===== src/rtl/fp_mult_exp_pipe_if.sv =====
// Operand/result handshake bundle for fp_mult_exp_pipe.
// Both sides use valid/ready: a beat moves on a rising clk edge where valid and ready are both 1.
`ifndef FP16
`define FP16 16
`endif
`ifndef FP32
`define FP32 32
`endif
`ifndef FP64
`define FP64 64
`endif
`ifndef GET_EXP_LEN
`define GET_EXP_LEN(f) (((f) == 16) ? 5 : (((f) == 64) ? 11 : 8))
`endif

interface fp_mult_exp_pipe_if #(
   parameter int exp_len = 8
);
   logic               in_valid;
   logic               in_ready;
   logic [exp_len-1:0] a_exp;
   logic [exp_len-1:0] b_exp;
   logic               a_man_nz;
   logic               b_man_nz;
   logic               out_valid;
   logic               out_ready;
   logic [exp_len+1:0] sum_exp;
   logic [1:0]         res_class;
   logic               ovf;
   logic               unf;

   modport master (
      output in_valid, a_exp, b_exp, a_man_nz, b_man_nz, out_ready,
      input  in_ready, out_valid, sum_exp, res_class, ovf, unf
   );

   modport slave (
      input  in_valid, a_exp, b_exp, a_man_nz, b_man_nz, out_ready,
      output in_ready, out_valid, sum_exp, res_class, ovf, unf
   );
endinterface


===== src/rtl/fp_mult_exp_pipe.sv =====
// Exponent path of an FP multiplier: biased exponent sum, special-value class and
// overflow/underflow flags, computed in stage 1 and carried through an elastic pipeline.
`ifndef FP32
`define FP32 32
`endif
`ifndef GET_EXP_LEN
`define GET_EXP_LEN(f) (((f) == 16) ? 5 : (((f) == 64) ? 11 : 8))
`endif

module fp_mult_exp_pipe #(
   parameter int data_format = `FP32,
   parameter int PIPE_STAGES = 2          // legal range 1..4
) (
   input  logic                 clk,
   input  logic                 rst_n,
   fp_mult_exp_pipe_if.slave    bus
);
   localparam int exp_len = `GET_EXP_LEN(data_format);
   localparam int bias    = 2 ** (exp_len - 1) - 1;
   localparam int last    = PIPE_STAGES - 1;

   localparam logic [exp_len+1:0] bias_w = bias[exp_len+1:0];
   localparam logic [exp_len+1:0] max_w  = {2'b00, {exp_len{1'b1}}};

   localparam logic [1:0] cls_norm = 2'b00;
   localparam logic [1:0] cls_zero = 2'b01;
   localparam logic [1:0] cls_inf  = 2'b10;
   localparam logic [1:0] cls_nan  = 2'b11;

   typedef struct packed {
      logic [exp_len+1:0] sum;
      logic [1:0]         cls;
      logic               ovf;
      logic               unf;
   } stage_t;

   logic [PIPE_STAGES-1:0] vld;
   logic [PIPE_STAGES-1:0] ld;
   stage_t                 dat [PIPE_STAGES];
   stage_t                 s0;

   logic a_nan, a_inf, a_zero;
   logic b_nan, b_inf, b_zero;

   // Stage-1 arithmetic and classification.
   always_comb begin
      a_nan  = (&bus.a_exp) &&  bus.a_man_nz;
      a_inf  = (&bus.a_exp) && !bus.a_man_nz;
      a_zero = (bus.a_exp == '0);
      b_nan  = (&bus.b_exp) &&  bus.b_man_nz;
      b_inf  = (&bus.b_exp) && !bus.b_man_nz;
      b_zero = (bus.b_exp == '0);

      s0.sum = {2'b00, bus.a_exp} + {2'b00, bus.b_exp} - bias_w;

      if (a_nan || b_nan || (a_inf && b_zero) || (b_inf && a_zero))
         s0.cls = cls_nan;
      else if (a_inf || b_inf)
         s0.cls = cls_inf;
      else if (a_zero || b_zero)
         s0.cls = cls_zero;
      else
         s0.cls = cls_norm;

      // Flags only carry meaning for normal results; signed compare on the wide sum.
      s0.ovf = (s0.cls == cls_norm) && ($signed(s0.sum) >= $signed(max_w));
      s0.unf = (s0.cls == cls_norm) && (s0.sum[exp_len+1] || (s0.sum == '0));
   end

   // Load enables ripple backward from out_ready so a full pipe can move every cycle.
   always_comb begin
      logic go;
      go = bus.out_ready;
      ld = '0;
      for (int i = PIPE_STAGES - 1; i >= 0; i--) begin
         ld[i] = !vld[i] || go;
         go    = ld[i];
      end
   end

   always_ff @(posedge clk or negedge rst_n) begin
      if (!rst_n) begin
         vld <= '0;
         for (int i = 0; i < PIPE_STAGES; i++)
            dat[i] <= '0;
      end else begin
         if (ld[0]) begin
            vld[0] <= bus.in_valid;
            if (bus.in_valid)
               dat[0] <= s0;
         end
         for (int i = 1; i < PIPE_STAGES; i++) begin
            if (ld[i]) begin
               vld[i] <= vld[i-1];
               if (vld[i-1])
                  dat[i] <= dat[i-1];
            end
         end
      end
   end

   assign bus.in_ready  = ld[0];
   assign bus.out_valid = vld[last];
   assign bus.sum_exp   = dat[last].sum;
   assign bus.res_class = dat[last].cls;
   assign bus.ovf       = dat[last].ovf;
   assign bus.unf       = dat[last].unf;
endmodule


===== src/flat_wrapper.sv =====
// flat-port wrapper written by rule: the top's interface ports become plain ports
module fp_mult_exp_pipe_flat 
#(
   parameter int data_format = `FP32,
   parameter int PIPE_STAGES = 2                             
)
  (clk, rst_n, bus_in_valid, bus_a_exp, bus_b_exp, bus_a_man_nz, bus_b_man_nz, bus_out_ready, bus_in_ready, bus_out_valid, bus_sum_exp, bus_res_class, bus_ovf, bus_unf);
  fp_mult_exp_pipe_if #(.exp_len(8)) bus_i ();
  input  logic clk;
  input  logic rst_n;
  input wire logic [$bits(bus_i.in_valid)-1:0] bus_in_valid;
  input wire logic [$bits(bus_i.a_exp)-1:0] bus_a_exp;
  input wire logic [$bits(bus_i.b_exp)-1:0] bus_b_exp;
  input wire logic [$bits(bus_i.a_man_nz)-1:0] bus_a_man_nz;
  input wire logic [$bits(bus_i.b_man_nz)-1:0] bus_b_man_nz;
  input wire logic [$bits(bus_i.out_ready)-1:0] bus_out_ready;
  output wire logic [$bits(bus_i.in_ready)-1:0] bus_in_ready;
  output wire logic [$bits(bus_i.out_valid)-1:0] bus_out_valid;
  output wire logic [$bits(bus_i.sum_exp)-1:0] bus_sum_exp;
  output wire logic [$bits(bus_i.res_class)-1:0] bus_res_class;
  output wire logic [$bits(bus_i.ovf)-1:0] bus_ovf;
  output wire logic [$bits(bus_i.unf)-1:0] bus_unf;
  assign bus_i.in_valid = bus_in_valid;
  assign bus_i.a_exp = bus_a_exp;
  assign bus_i.b_exp = bus_b_exp;
  assign bus_i.a_man_nz = bus_a_man_nz;
  assign bus_i.b_man_nz = bus_b_man_nz;
  assign bus_i.out_ready = bus_out_ready;
  assign bus_in_ready = bus_i.in_ready;
  assign bus_out_valid = bus_i.out_valid;
  assign bus_sum_exp = bus_i.sum_exp;
  assign bus_res_class = bus_i.res_class;
  assign bus_ovf = bus_i.ovf;
  assign bus_unf = bus_i.unf;
  fp_mult_exp_pipe #(.data_format(data_format), .PIPE_STAGES(PIPE_STAGES)) u_core (.clk(clk), .rst_n(rst_n), .bus(bus_i));
endmodule

===== config.mk =====
export PLATFORM = sky130hd
export DESIGN_NAME = fp_mult_exp_pipe_flat
export DESIGN_NICKNAME = d
export VERILOG_FILES = /design/src/rtl/fp_mult_exp_pipe_if.sv /design/src/rtl/fp_mult_exp_pipe.sv /design/src/flat_wrapper.sv
export SDC_FILE = /design/constraint.sdc
export NUM_CORES = 1
export LEC_CHECK = 0
export ABC_AREA = 1
export BUFFER_PORTS_ARGS = -buffer_cell sky130_fd_sc_hd__buf_4
export CORE_UTILIZATION = 50
export CTS_CLUSTER_DIAMETER = 120
export DETAILED_ROUTE_END_ITERATION = 16
export PLACE_DENSITY = 0.79
export SYNTH_ARGS = -nofsm -noshare
export SYNTH_HDL_FRONTEND = slang
export SYNTH_SLANG_ARGS = --single-unit

===== constraint.sdc =====
create_clock -name clk -period 1.45 [get_ports clk]
set_clock_uncertainty 0.2 [all_clocks]
set_input_delay 0.0725 -clock clk [delete_from_list [all_inputs] [get_ports clk]]
set_output_delay 0.0725 -clock clk [all_outputs]
set_load 0.02 [all_outputs]

# Word-level counts from Yosys, hierarchy flattened
# Cells that the tools add are included.
[op_classes]
reduce_logical = 28
magnitude_cmp = 1
n_addsub = 2
n_mux = 3
[ops]
columns = ["cell", "n"]
rows = [
  ["$logic_not 8->1", 2],
  ["$reduce_and 8->1", 2],
  ["$ge 10x9->1 const B", 1],
  ["$logic_not 10->1", 1],
  ["$sub 10x7->10 const B", 1],
  ["$add 8x8->9", 1],
  ["$logic_and 1x1->1", 8],
  ["$logic_or 1x1->1", 8],
  ["$logic_not 1->1", 4],
  ["$mux 2", 2],
  ["$reduce_and 2->1", 2],
  ["$logic_not 2->1", 1],
  ["$mux 1", 1],
]
[word_totals]
wordCells = 44
output_inout_bits = 16
ff_bits = 30
input_bits = 22

# Logic depth before layout (Yosys ltp)
# Gate-level depths: netlist of the first run.
[depth]
ltp_word = 8
mapped_depth = 16

# Worst setup path before layout of the first run
# No wires, ideal clock.
[synth_path]
path_type = "input to register"
start = "in bus_b_exp[0]"
end = "reg u_core.dat[14] (netlist bit)"
setup_ns = 0.117
required_time_ns = 1.133
slack_ns = -0.644
arrival_time_ns = 1.776
path_buffers = 0
stages = 14
path_cell_list = "ha_1 > fa_1 > ha_1 > nand3_1 > clkinv_1 > nand2_2 > nor2_2 > nand3_1 > nand2_1 > nand2_1 > nand2_1 > nand2_1 > nand3_1 > nand2_1"
[synth_between]
elab_chain_cells = 8
elab_cells_between_ends = 20
classes_between = "add/sub (2); mux (3); reduce/logical (15)"
[synth_rtl]
columns = ["element", "line", "text"]
rows = [
  ["start, declared", "flat_wrapper.sv:13", "input wire logic [$bits(bus_i.b_exp)-1:0] bus_b_exp;"],
  ["branches (longest 7 deep; another with $sub 10x7->10)", "-", ""],
  ["$logic_and 1x1->1 *", "fp_mult_exp_pipe.sv:67", "s0.unf = (s0.cls == cls_norm) && (s0.sum[exp_len+1] || (s0.sum == '0));"],
  ["end signal, assigned by index", "fp_mult_exp_pipe.sv:96", "dat[i] <= dat[i-1];"],
  ["end, declared", "fp_mult_exp_pipe.sv:39", "stage_t dat [PIPE_STAGES];"],
]
# Every way passes the cells marked *.
# A chain may end at the register's enable or synchronous reset.

# Worst setup path after layout of the first run
[layout_path]
start = "in bus_a_exp[0]"
end = "reg u_core.dat[14] (netlist bit)"
[layout_between]
elab_chain_cells = 8
elab_cells_between_ends = 20
classes_between = "add/sub (2); mux (3); reduce/logical (15)"
[layout_rtl]
columns = ["element", "line", "text"]
rows = [
  ["start, declared", "flat_wrapper.sv:12", "input wire logic [$bits(bus_i.a_exp)-1:0] bus_a_exp;"],
  ["branches (longest 7 deep; another with $sub 10x7->10)", "-", ""],
  ["$logic_and 1x1->1 *", "fp_mult_exp_pipe.sv:67", ""],
]
# Marked as above.

==> flow_summary.json, run 1 <==
{
  "period_share_pct": 135,
  "violations": "hold timing, setup timing",
  "antenna_cells": 0,
  "drt-initial-drc-count": 130,
  "p_leak_nw": 1.52,
  "wirelength_um": 4920,
  "cp.required_ns": 1.43,
  "h-tree-depth": 2,
  "arrival_ns": 1.93,
  "cp-start-kind": "primary input",
  "netlist_area_mm2": 0.00206,
  "cts_tree": "yes",
  "hold_ws_ns": -0.0687,
  "cp-end-kind": "flip-flop",
  "ios": 38,
  "holdBufCountCts": 1,
  "worst-path-max-fanout": 3,
  "fin_tns_setup_ns": -3.17,
  "grt.total_usage_pct": 25.5,
  "crit_type": "in -> reg",
  "post_drt_wl_per_cell_um": 12.6,
  "coreArea_mm2": 0.00380,
  "final_max_slew_viol_count": 0,
  "p_per_area_mw_per_mm2": 1180,
  "vias": 1991,
  "synthCells": 274,
  "ant_nets": 0,
  "drive_gt1_share_pct": 41.7,
  "timing.fmax_mhz": 512,
  "area_growth_pct": 41.4,
  "utilization_pct": 76.6,
  "cts-root-buf": "clkbuf_8",
  "yosysSeqAreaShare_pct": 36.5,
  "die_w_um": 66.2,
  "tightest_slew_ns": 0.363,
  "rsz0062_at_grt": "true",
  "antenna_found_initial": 0,
  "grt_max_degree": 31,
  "run_status": "complete, but fails checks",
  "ir_drop_mv": 0.518,
  "avgSynthCellArea_um2": 7.51,
  "initial_utilization_pct": 54.2,
  "dp_hpwl_um": 3420,
  "clockBufferDepth": 2,
  "drt-pass1-iter-count": 4,
  "die_height_um": 66.2,
  "n_fill_cell": 289,
  "final-hold-violation-count": 2,
  "clock_latency_ns": 0.28,
  "dieArea_mm2": 0.00438,
  "io_buffers": 37,
  "grt-ovfl-total": 0,
  "synth-seq-cells": 30,
  "cts_sinks": 30,
  "max-slew-margin-rel_pct": 75.8,
  "finalSetupViolCount": 11,
  "finalNetCount": 376,
  "drc": 0,
  "synth_warnings": 0,
  "row_count": 22,
  "fin_ws_ns": -0.502,
  "min_path_type": "in -> reg",
  "cts.clk_slew.worst_paths_ns": 0.06,
  "first_global_vias": 1983,
  "synth_cell_type_count": 25,
  "cap_violations": 0,
  "via_per_inst": 5.09,
  "cts_buffers": 5,
  "grt_pass1_wl_um": 8430,
  "syn_nets": 308,
  "finalCriticalPeriod_ns": 1.95,
  "gp_congestion": 0.805
}
critical path, stage by stage:
cell	delay, ns
buf_8	0.10
ha_4	0.15
fa_2	0.57
ha_4	0.16
nand3_4	0.08
clkinv_4	0.07
nand2_4	0.05
nor2_4	0.14
nand3_4	0.10
nand2_1	0.08
nand2_1	0.07
nand2_2	0.09
nand2_1	0.07
nand3_1	0.07
nand2_1	0.05
cells by family (layout without fill, tap and decap cells):
| logic type | count (synthesis) | in the layout | share of synthesized area, % |
|---|---|---|---|
| flops | 30 | 30 | 36.5 |
| buf+inv | 50 | 119 | 11.3 |
| mux | 10 | 10 | 5.47 |
| simple gates | 146 | 146 | 32.5 |
| fa+ha+maj | 12 | 12 | 7.66 |
| compound gates | 26 | 26 | 6.57 |
routing by layer:
layer	global-route usage [%]	vias to the layer above	part of all wire (%)	wire [µm]
met5	0	-	0	0
met1	29.8	903	41	2040
met2	44.8	69	51	2510
li1	-	1007	-	-
met3	4.83	12	4.6	226
met4	11.7	0	2.9	141
through the flow:
stage	power, mW	hold WS, ns	instances	cell area (µm²)	setup WS, ns
after floorplan	2.11	-0.423	274	2130	-0.558
after global placement	2.46	-0.186	380	2630	-0.743
after detailed placement	2.50	-0.186	380	2630	-0.786
after CTS	3.36	-0.0669	390	2850	-0.392
after global routing	3.64	-0.0352	391	2910	-0.648
final	3.42	-0.0687	391	2910	-0.502
worst paths after layout:
path | from | end | slack (ns) | cells past startpoint
min in group asynchronous | rst_n | u_core.vld[1] | 0.04 | 2
worst max-delay path | bus_a_exp[0] | u_core.dat[14] | -0.50 | 15
worst min register to register | u_core.bus.sum_exp[4] | u_core.bus.sum_exp[4] | 0.29 | 2
worst min-delay path | bus_out_ready | u_core.vld[1] | -0.07 | 4
max in group asynchronous | rst_n | u_core.vld[1] | 0.73 | 2
worst max register to register | u_core.vld[1] | u_core.dat[15] | -0.04 | 9
repair_timing:
item | CTS | global route
hold endpoints to repair | 31 | 1
resized for setup | 28 | 13
endpoints found under the setup margin | 11 | 11
buffers inserted | 1 | 2
pin swaps | 18 | 14
power by group:
part           total [mW]  switching, mW  internal (mW)
clock network       0.783          0.305          0.478
registers            1.18          0.121           1.06
logic                1.46          0.786          0.672
registers in the layout (all words and copies together) (netlist names):
signal                count
u_core.bus.res_class      2
u_core.bus.sum_exp       10
u_core.vld                2
u_core.bus.unf            1
u_core.dat               14
u_core.bus.ovf            1
Yosys cell counts:
master / count / area, µm²
ha_1: 11 / 138
nor2_1: 16 / 60.1
nor4_1: 1 / 6.26
a21boi_0: 1 / 7.51
nand3b_1: 2 / 15.0
mux2_2: 10 / 113
nand3_1: 28 / 140
nand3_2: 3 / 30.0
inv_2: 3 / 11.3
dfrtp_1: 30 / 751
nor2_4: 2 / 22.5
o21ai_0: 18 / 90.1
a21oi_1: 5 / 25.0
clkinv_1: 3 / 11.3
nand4_1: 5 / 31.3
nor3_1: 2 / 10.0
o21ai_1: 1 / 5.00
fa_1: 1 / 20.0
nand2_1: 76 / 285
clkbuf_1: 3 / 11.3
nor2_2: 1 / 6.26
a21o_1: 1 / 7.51
nand2_2: 10 / 62.6
inv_1: 29 / 109
buf_4: 12 / 90.1
cell type report:
type | instances | area (µm²) | share of cell area, %
Timing Repair Buffer | 76 | 599 | 20.6
Multi-Input combinational cell | 194 | 1250 | 43.0
Tap cell | 48 | 60.1 | 2.06
Sequential cell | 30 | 752 | 25.8
Clock buffer | 8 | 110 | 3.78
Inverter | 35 | 138 | 4.73
placed cells by master (no fill, tap or decap), types with 9 or more instances in the layout:
cell type / n
buf_4: 70
dfrtp_1: 29
ha_1: 9
inv_1: 29
mux2_2: 9
nand2_1: 64
nand2_2: 19
nand3_1: 21
nor2_1: 16
o21ai_0: 11
No activity file was read; power rests on OpenSTA's default activity.
==> inputs of run 2 (changes only) <==
- ABC_AREA: 1 -> unset
==> flow_summary.json, run 2 <==
{
  "slowest_delay_ns": 0.56,
  "gp_congestion": 0.793,
  "ys.flop_type": "dfrtp_1",
  "arrival_ns": 2.46,
  "area_growth_pct": 53.4,
  "ios": 38,
  "grt-ovfl-total": 0,
  "n_fill_cell": 226,
  "largest_register_ffs": 14,
  "io_buffers": 37,
  "tightest_slew_ns": 0.441,
  "async_reset_ff_share_pct": 100,
  "synth_top_area_share_pct": 37.2,
  "synth_cell_type_count": 52,
  "violations": "setup timing",
  "finalNetCount": 324,
  "final-hold-violation-count": 0,
  "synthCells": 201,
  "synth-edff-count": 0,
  "syn_nets": 235,
  "clock_latency_ns": 0.29,
  "cp-start-kind": "primary input",
  "rsz0062_at_grt": "true",
  "antenna_found_initial": 0,
  "cts.clk_slew.worst_paths_ns": 0.06,
  "final_cell_mix": "buf_4 (83), dfrtp_1 (29), nand2_1 (18)",
  "finalSetupViolCount": 11,
  "vias": 1929,
  "fin_tns_setup_ns": -7.36,
  "synthMuxAreaShare_pct": 9.99,
  "first_global_vias": 1882,
  "clockBufferDepth": 2,
  "top_register": "u_core.dat",
  "timing.fmax_mhz": 404,
  "fin_ws_ns": -1.03,
  "drt-pass1-iter-count": 4,
  "die_w_um": 65.5,
  "finalCriticalPeriod_ns": 2.48,
  "drive_gt1_share_pct": 54.1,
  "grt_max_degree": 31,
  "coreArea_mm2": 0.00377,
  "min_path_type": "in -> reg",
  "cts_sinks": 30,
  "synth-simple-area-share_pct": 18.1,
  "synthTopCellsByArea": "dfrtp_1 (37%), mux2_2 (9.5%), ha_1 (6.8%)",
  "worst-path-max-fanout": 5,
  "ir_drop_mv": 0.550,
  "final_common_cell": "buf_4",
  "final_max_slew_viol_count": 0,
  "post_drt_wl_per_cell_um": 17.1,
  "synth-xor-area-share_pct": 4.35,
  "h-tree-depth": 2,
  "wirelength_um": 5790,
  "grt_pass1_wl_um": 8220,
  "synth_warnings": 0,
  "run_status": "complete, but fails checks",
  "crit_slowest_cell": "or4_4",
  "yosys.area_share.adder_pct": 7.82,
  "die_height_um": 65.5,
  "cts_buffers": 5,
  "cts-root-buf": "clkbuf_8",
  "yosysSeqAreaShare_pct": 37.2,
  "p_leak_nw": 1.42,
  "avgSynthCellArea_um2": 10.0,
  "p_per_area_mw_per_mm2": 1090,
  "hold_ws_ns": 0.0165,
  "initial_utilization_pct": 53.5,
  "drc": 0,
  "cp-end-kind": "flip-flop",
  "cap_violations": 0,
  "utilization_pct": 82.0,
  "crit_chain": "buf_8, ha_4, fa_2, buf_6, xor2_2, o2111ai_1, or4_4, buf_6, o21a_1, nor3_1, a22oi_1, o31ai_1",
  "synth_compound_area_share_pct": 15.5,
  "period_share_pct": 171,
  "max-slew-margin-rel_pct": 70.6,
  "row_count": 22,
  "dieArea_mm2": 0.00429,
  "yosysMostFrequentCell": "dfrtp_1",
  "cpMostUsedCell": "buf_6",
  "drt-initial-drc-count": 97,
  "synth_largest_area_cell": "dfrtp_1",
  "synth_top_family_by_area": "simple AND/OR/NAND/NOR gates",
  "ant_nets": 0,
  "cts_tree": "yes",
  "netlist_area_mm2": 0.00202,
  "dp_hpwl_um": 3510,
  "antenna_cells": 0,
  "multi_input_area_mm2": 0.00136,
  "synth-seq-cells": 30,
  "crit_type": "in -> reg",
  "grt.total_usage_pct": 25.3,
  "cp.required_ns": 1.44,
  "seqCellArea_um2": 752,
  "via_per_inst": 5.71,
  "synthTopCellsByCount": "dfrtp_1 (30), nand2_1 (20), mux2_2 (17)"
}
==> run 2: changes by cell type in the layout (fill, tap and decap cells not counted), moves of 7 or more <==
| cell | previous run | this run |
|---|---|---|
| nor2_1 | 16 | 6 |
| nand3_1 | 21 | 1 |
| mux2_2 | 9 | 16 |
| nand2_2 | 19 | 1 |
| buf_4 | 70 | 83 |
| nand2_1 | 64 | 18 |
| inv_1 | 29 | 5 |
| o21ai_0 | 11 | 2 |
==> run 2: per-stage QoR <==
| stage | total power [mW] | cell area (µm²) | cells | setup WS, ns |
|---|---|---|---|---|
| 2_1_floorplan | 2.08 | 2080 | 201 | -1.32 |
| 3_3_place_gp | 2.49 | 2720 | 326 | -1.36 |
| 3_5_place_dp | 2.54 | 2720 | 326 | -1.42 |
| 4_1_cts | 3.26 | 3000 | 337 | -0.993 |
| 5_1_grt | 3.54 | 3090 | 338 | -1.12 |
| 6_report | 3.38 | 3090 | 338 | -1.03 |
==> run 2: critical path: cells and delay by family <==
family	cells	cell delay (ns)
AOI/OAI and AO/OA	4	0.64
xor gates and xnor gates	1	0.14
adders and majority gates	2	0.53
buffers and inverters	3	0.38
and+or+nand+nor	2	0.68
==> run 2: worst paths after layout <==
path	start	endpoint	slack, ns	depth (start not counted)
worst max-delay path	bus_b_exp[0]	u_core.dat[14]	-1.03	12
worst min-delay path	bus_out_ready	u_core.vld[1]	0.02	4
worst max register to register	u_core.vld[1]	u_core.dat[14]	-0.47	6
worst min register to register	u_core.dat[25]	u_core.dat[25]	0.29	2
max in group asynchronous	rst_n	u_core.vld[1]	0.72	2
min in group asynchronous	rst_n	u_core.bus.res_class[1]	0.04	2
==> run 2: cells by family after synthesis <==
group,count (synthesis)
XOR/XNOR,10
multiplexers,18
AO/OA/AOI/OAI,43
AND/OR/NAND/NOR,66
adder cells (fa/ha/maj),12
flip-flops,30
buffers and inverters,22
==> run 2: repair_timing <==
item / CTS / global route
buffers inserted: 1 / 1
gates cloned: 0 / 1
hold buffers: 3 / 0
hold endpoints to repair: 33 / 0
setup endpoints to repair: 25 / 24
pin swaps: 6 / 3
gates resized for setup: 30 / 14
==> run 2: area by class of cell <==
cell class | count | area share (%)
repair buffers | 98 | 26.6
well taps | 48 | 1.94
multi-input cells | 149 | 43.9
inverters | 6 | 0.728
flip-flops and latches | 30 | 24.3
clock inverters | 2 | 0.324
clock buffers | 5 | 2.22
==> run 2: per-layer routing <==
layer	track usage [%]	wire, µm	up-vias
li1	-	-	905
met1	28.9	2280	942
met2	45.9	3110	62
met3	3.13	216	20
met4	13.0	187	0
met5	0	0	-
==> run 2: report_power, final <==
part,total [mW],internal [mW],switching (mW)
logic,1.58,0.814,0.767
clock network,0.634,0.321,0.313
registers,1.17,1.06,0.109
==> inputs of run 3 (changes only) <==
- SETUP_SLACK_MARGIN: unset -> 0.02
==> flow_summary.json, run 3 (same netlist as run 2, synthesis figures left out) <==
{
  "drt-initial-drc-count": 131,
  "largest_register_ffs": 14,
  "max-slew-margin-rel_pct": 67.4,
  "area_growth_pct": 54.7,
  "timing.fmax_mhz": 406,
  "ios": 38,
  "wirelength_um": 5810,
  "rsz0062_at_grt": "true",
  "via_per_inst": 5.76,
  "r2r_cells": 6,
  "min_to": "u_core.vld[1]",
  "h-tree-depth": 2,
  "post_drt_wl_per_cell_um": 17.2,
  "violations": "setup timing",
  "final-hold-violation-count": 0,
  "clockBufferDepth": 2,
  "crit_type": "in -> reg",
  "multi_input_area_mm2": 0.00137,
  "cp-start-kind": "primary input",
  "dp_slack_ns": -1.42,
  "worst-path-max-fanout": 5,
  "dieArea_mm2": 0.00429,
  "final_common_cell": "buf_4",
  "antenna_found_initial": 0,
  "cp-end-kind": "flip-flop",
  "die_height_um": 65.5,
  "cts.clk_slew.worst_paths_ns": 0.07,
  "clock_latency_ns": 0.29,
  "path_delay_family": "simple AND/OR/NAND/NOR gates",
  "ant_nets": 0,
  "utilization_pct": 82.7,
  "p_sw_mw": 1.18,
  "gp_congestion": 0.793,
  "finalSetupViolCount": 11,
  "initial_utilization_pct": 53.5,
  "grt_pass1_wl_um": 8220,
  "min_path_type": "in -> reg",
  "period_share_pct": 170,
  "ir_drop_mv": 0.551,
  "crit_chain": "buf_8, ha_4, fa_2, buf_6, xor2_2, buf_4, o211ai_1, nor4_4, buf_4, xor2_1, a31oi_1, or4_1, o211ai_2",
  "critical_path_buf_inv_count": 4,
  "coreArea_mm2": 0.00377,
  "final_max_slew_viol_count": 0,
  "postLayoutCellArea_mm2": 0.00312,
  "p_seq_share_pct": 34.5,
  "drt-pass1-iter-count": 4,
  "crit_slowest_cell": "or4_1",
  "cts_tree": "yes",
  "r2r_start": "u_core.vld[1]",
  "dp_cells": 326,
  "comb_power_share_pct": 46.8,
  "row_count": 22,
  "grt_max_degree": 31,
  "fin_ws_ns": -1.01,
  "vias": 1948,
  "cp.required_ns": 1.46,
  "clock_power_share_pct": 18.7,
  "io_buffers": 37,
  "rrSetupSlack_ns": -0.39,
  "tightest_slew_ns": 0.490,
  "p_leak_nw": 1.43,
  "final_cells": 338,
  "grt.total_usage_pct": 25.3,
  "drive_gt1_share_pct": 54.5,
  "antenna_cells": 0,
  "drc": 0,
  "dp_hpwl_um": 3510,
  "dpl-instance-area_mm2": 0.00272,
  "slowest_delay_ns": 0.43,
  "hold_start": "bus_out_ready",
  "whs_path_depth": 4,
  "first_global_vias": 1882,
  "final_cell_mix": "buf_4 (81), dfrtp_1 (29), nand2_1 (18)",
  "top_register": "u_core.dat",
  "arrival_ns": 2.48,
  "cts_buffers": 5,
  "reg2reg_to": "u_core.dat[14]",
  "cts_sinks": 30,
  "n_fill_cell": 224,
  "grt-ovfl-total": 0,
  "die_w_um": 65.5,
  "p_sw_share_pct": 34.9,
  "cpMostUsedCell": "buf_4",
  "finalCriticalPeriod_ns": 2.46,
  "finalNetCount": 324,
  "p_per_area_mw_per_mm2": 1090,
  "internal_power_mw": 2.20,
  "cap_violations": 0,
  "run_status": "complete, but fails checks",
  "seqCellArea_um2": 752,
  "cts-root-buf": "clkbuf_8"
}
==> run 3: power groups by stage <==
stage | Combinational (mW) | Sequential [mW] | Clock (mW)
6_report | 1.58 | 1.17 | 0.632
5_1_grt | 1.69 | 1.19 | 0.658
4_1_cts | 1.47 | 1.17 | 0.627
3_5_place_dp | 1.36 | 1.18 | 0
3_3_place_gp | 1.32 | 1.17 | 0
2_1_floorplan | 0.902 | 1.18 | 0
==> run 3: cell type report <==
type	instances	share of cell area [%]
tap	48	1.93
inverter	6	0.722
clock buffer	5	2.21
timing repair buffer	98	26.6
multi-input combinational	149	44.1
clock inverter	2	0.321
sequential	30	24.1
==> run 3: how the worst max path moves through the flow <==
| stage | startpoint | endpoint | slack [ns] | depth (start not counted) |
|---|---|---|---|---|
| after floorplan | bus_b_exp[0] | u_core.dat[15] | -1.32 | 10 |
| after global placement | bus_b_exp[0] | u_core.dat[15] | -1.36 | 11 |
| after detailed placement | bus_b_exp[0] | u_core.dat[15] | -1.42 | 11 |
| after CTS | bus_b_exp[0] | u_core.dat[14] | -0.99 | 11 |
| after global routing | bus_b_exp[0] | u_core.dat[15] | -1.10 | 13 |
| final | bus_b_exp[0] | u_core.dat[15] | -1.01 | 13 |
==> run 3: layer usage <==
| layer | track usage (%) | vias up | part of all wire (%) |
|---|---|---|---|
| met5 | 0 | - | 0 |
| met4 | 13.0 | 0 | 3.4 |
| met3 | 3.13 | 17 | 3.8 |
| met2 | 45.9 | 73 | 54 |
| met1 | 28.9 | 951 | 39 |
| li1 | - | 907 | - |
==> run 3: metrics by stage <==
step / setup TNS, ns / hold WS (ns) / power [mW]
floorplan: -7.76 / -0.423 / 2.08
global placement: -10.62 / -0.187 / 2.49
finish: -7.04 / 0.0143 / 3.39
CTS: -6.80 / -0.0135 / 3.26
global route: -8.06 / 0.0168 / 3.54
detailed placement: -11.13 / -0.188 / 2.54
==> run 3: timing repair <==
action / CTS / global route
endpoints found under the hold margin: 33 / 0
resized for setup: 30 / 19
setup endpoints to repair: 25 / 26
cloned: 0 / 1
pin swaps: 6 / 6
buffers inserted: 1 / 2
hold buffers: 3 / 0
==> run 3: worst register-to-register path: stages, from the launching register on <==
cell      delay [ns]
dfrtp_2         0.42
nand3b_1        0.15
nand2_2         0.08
nor3_1          0.34
buf_12          0.16
nand4_1         0.14
o31ai_1         0.27
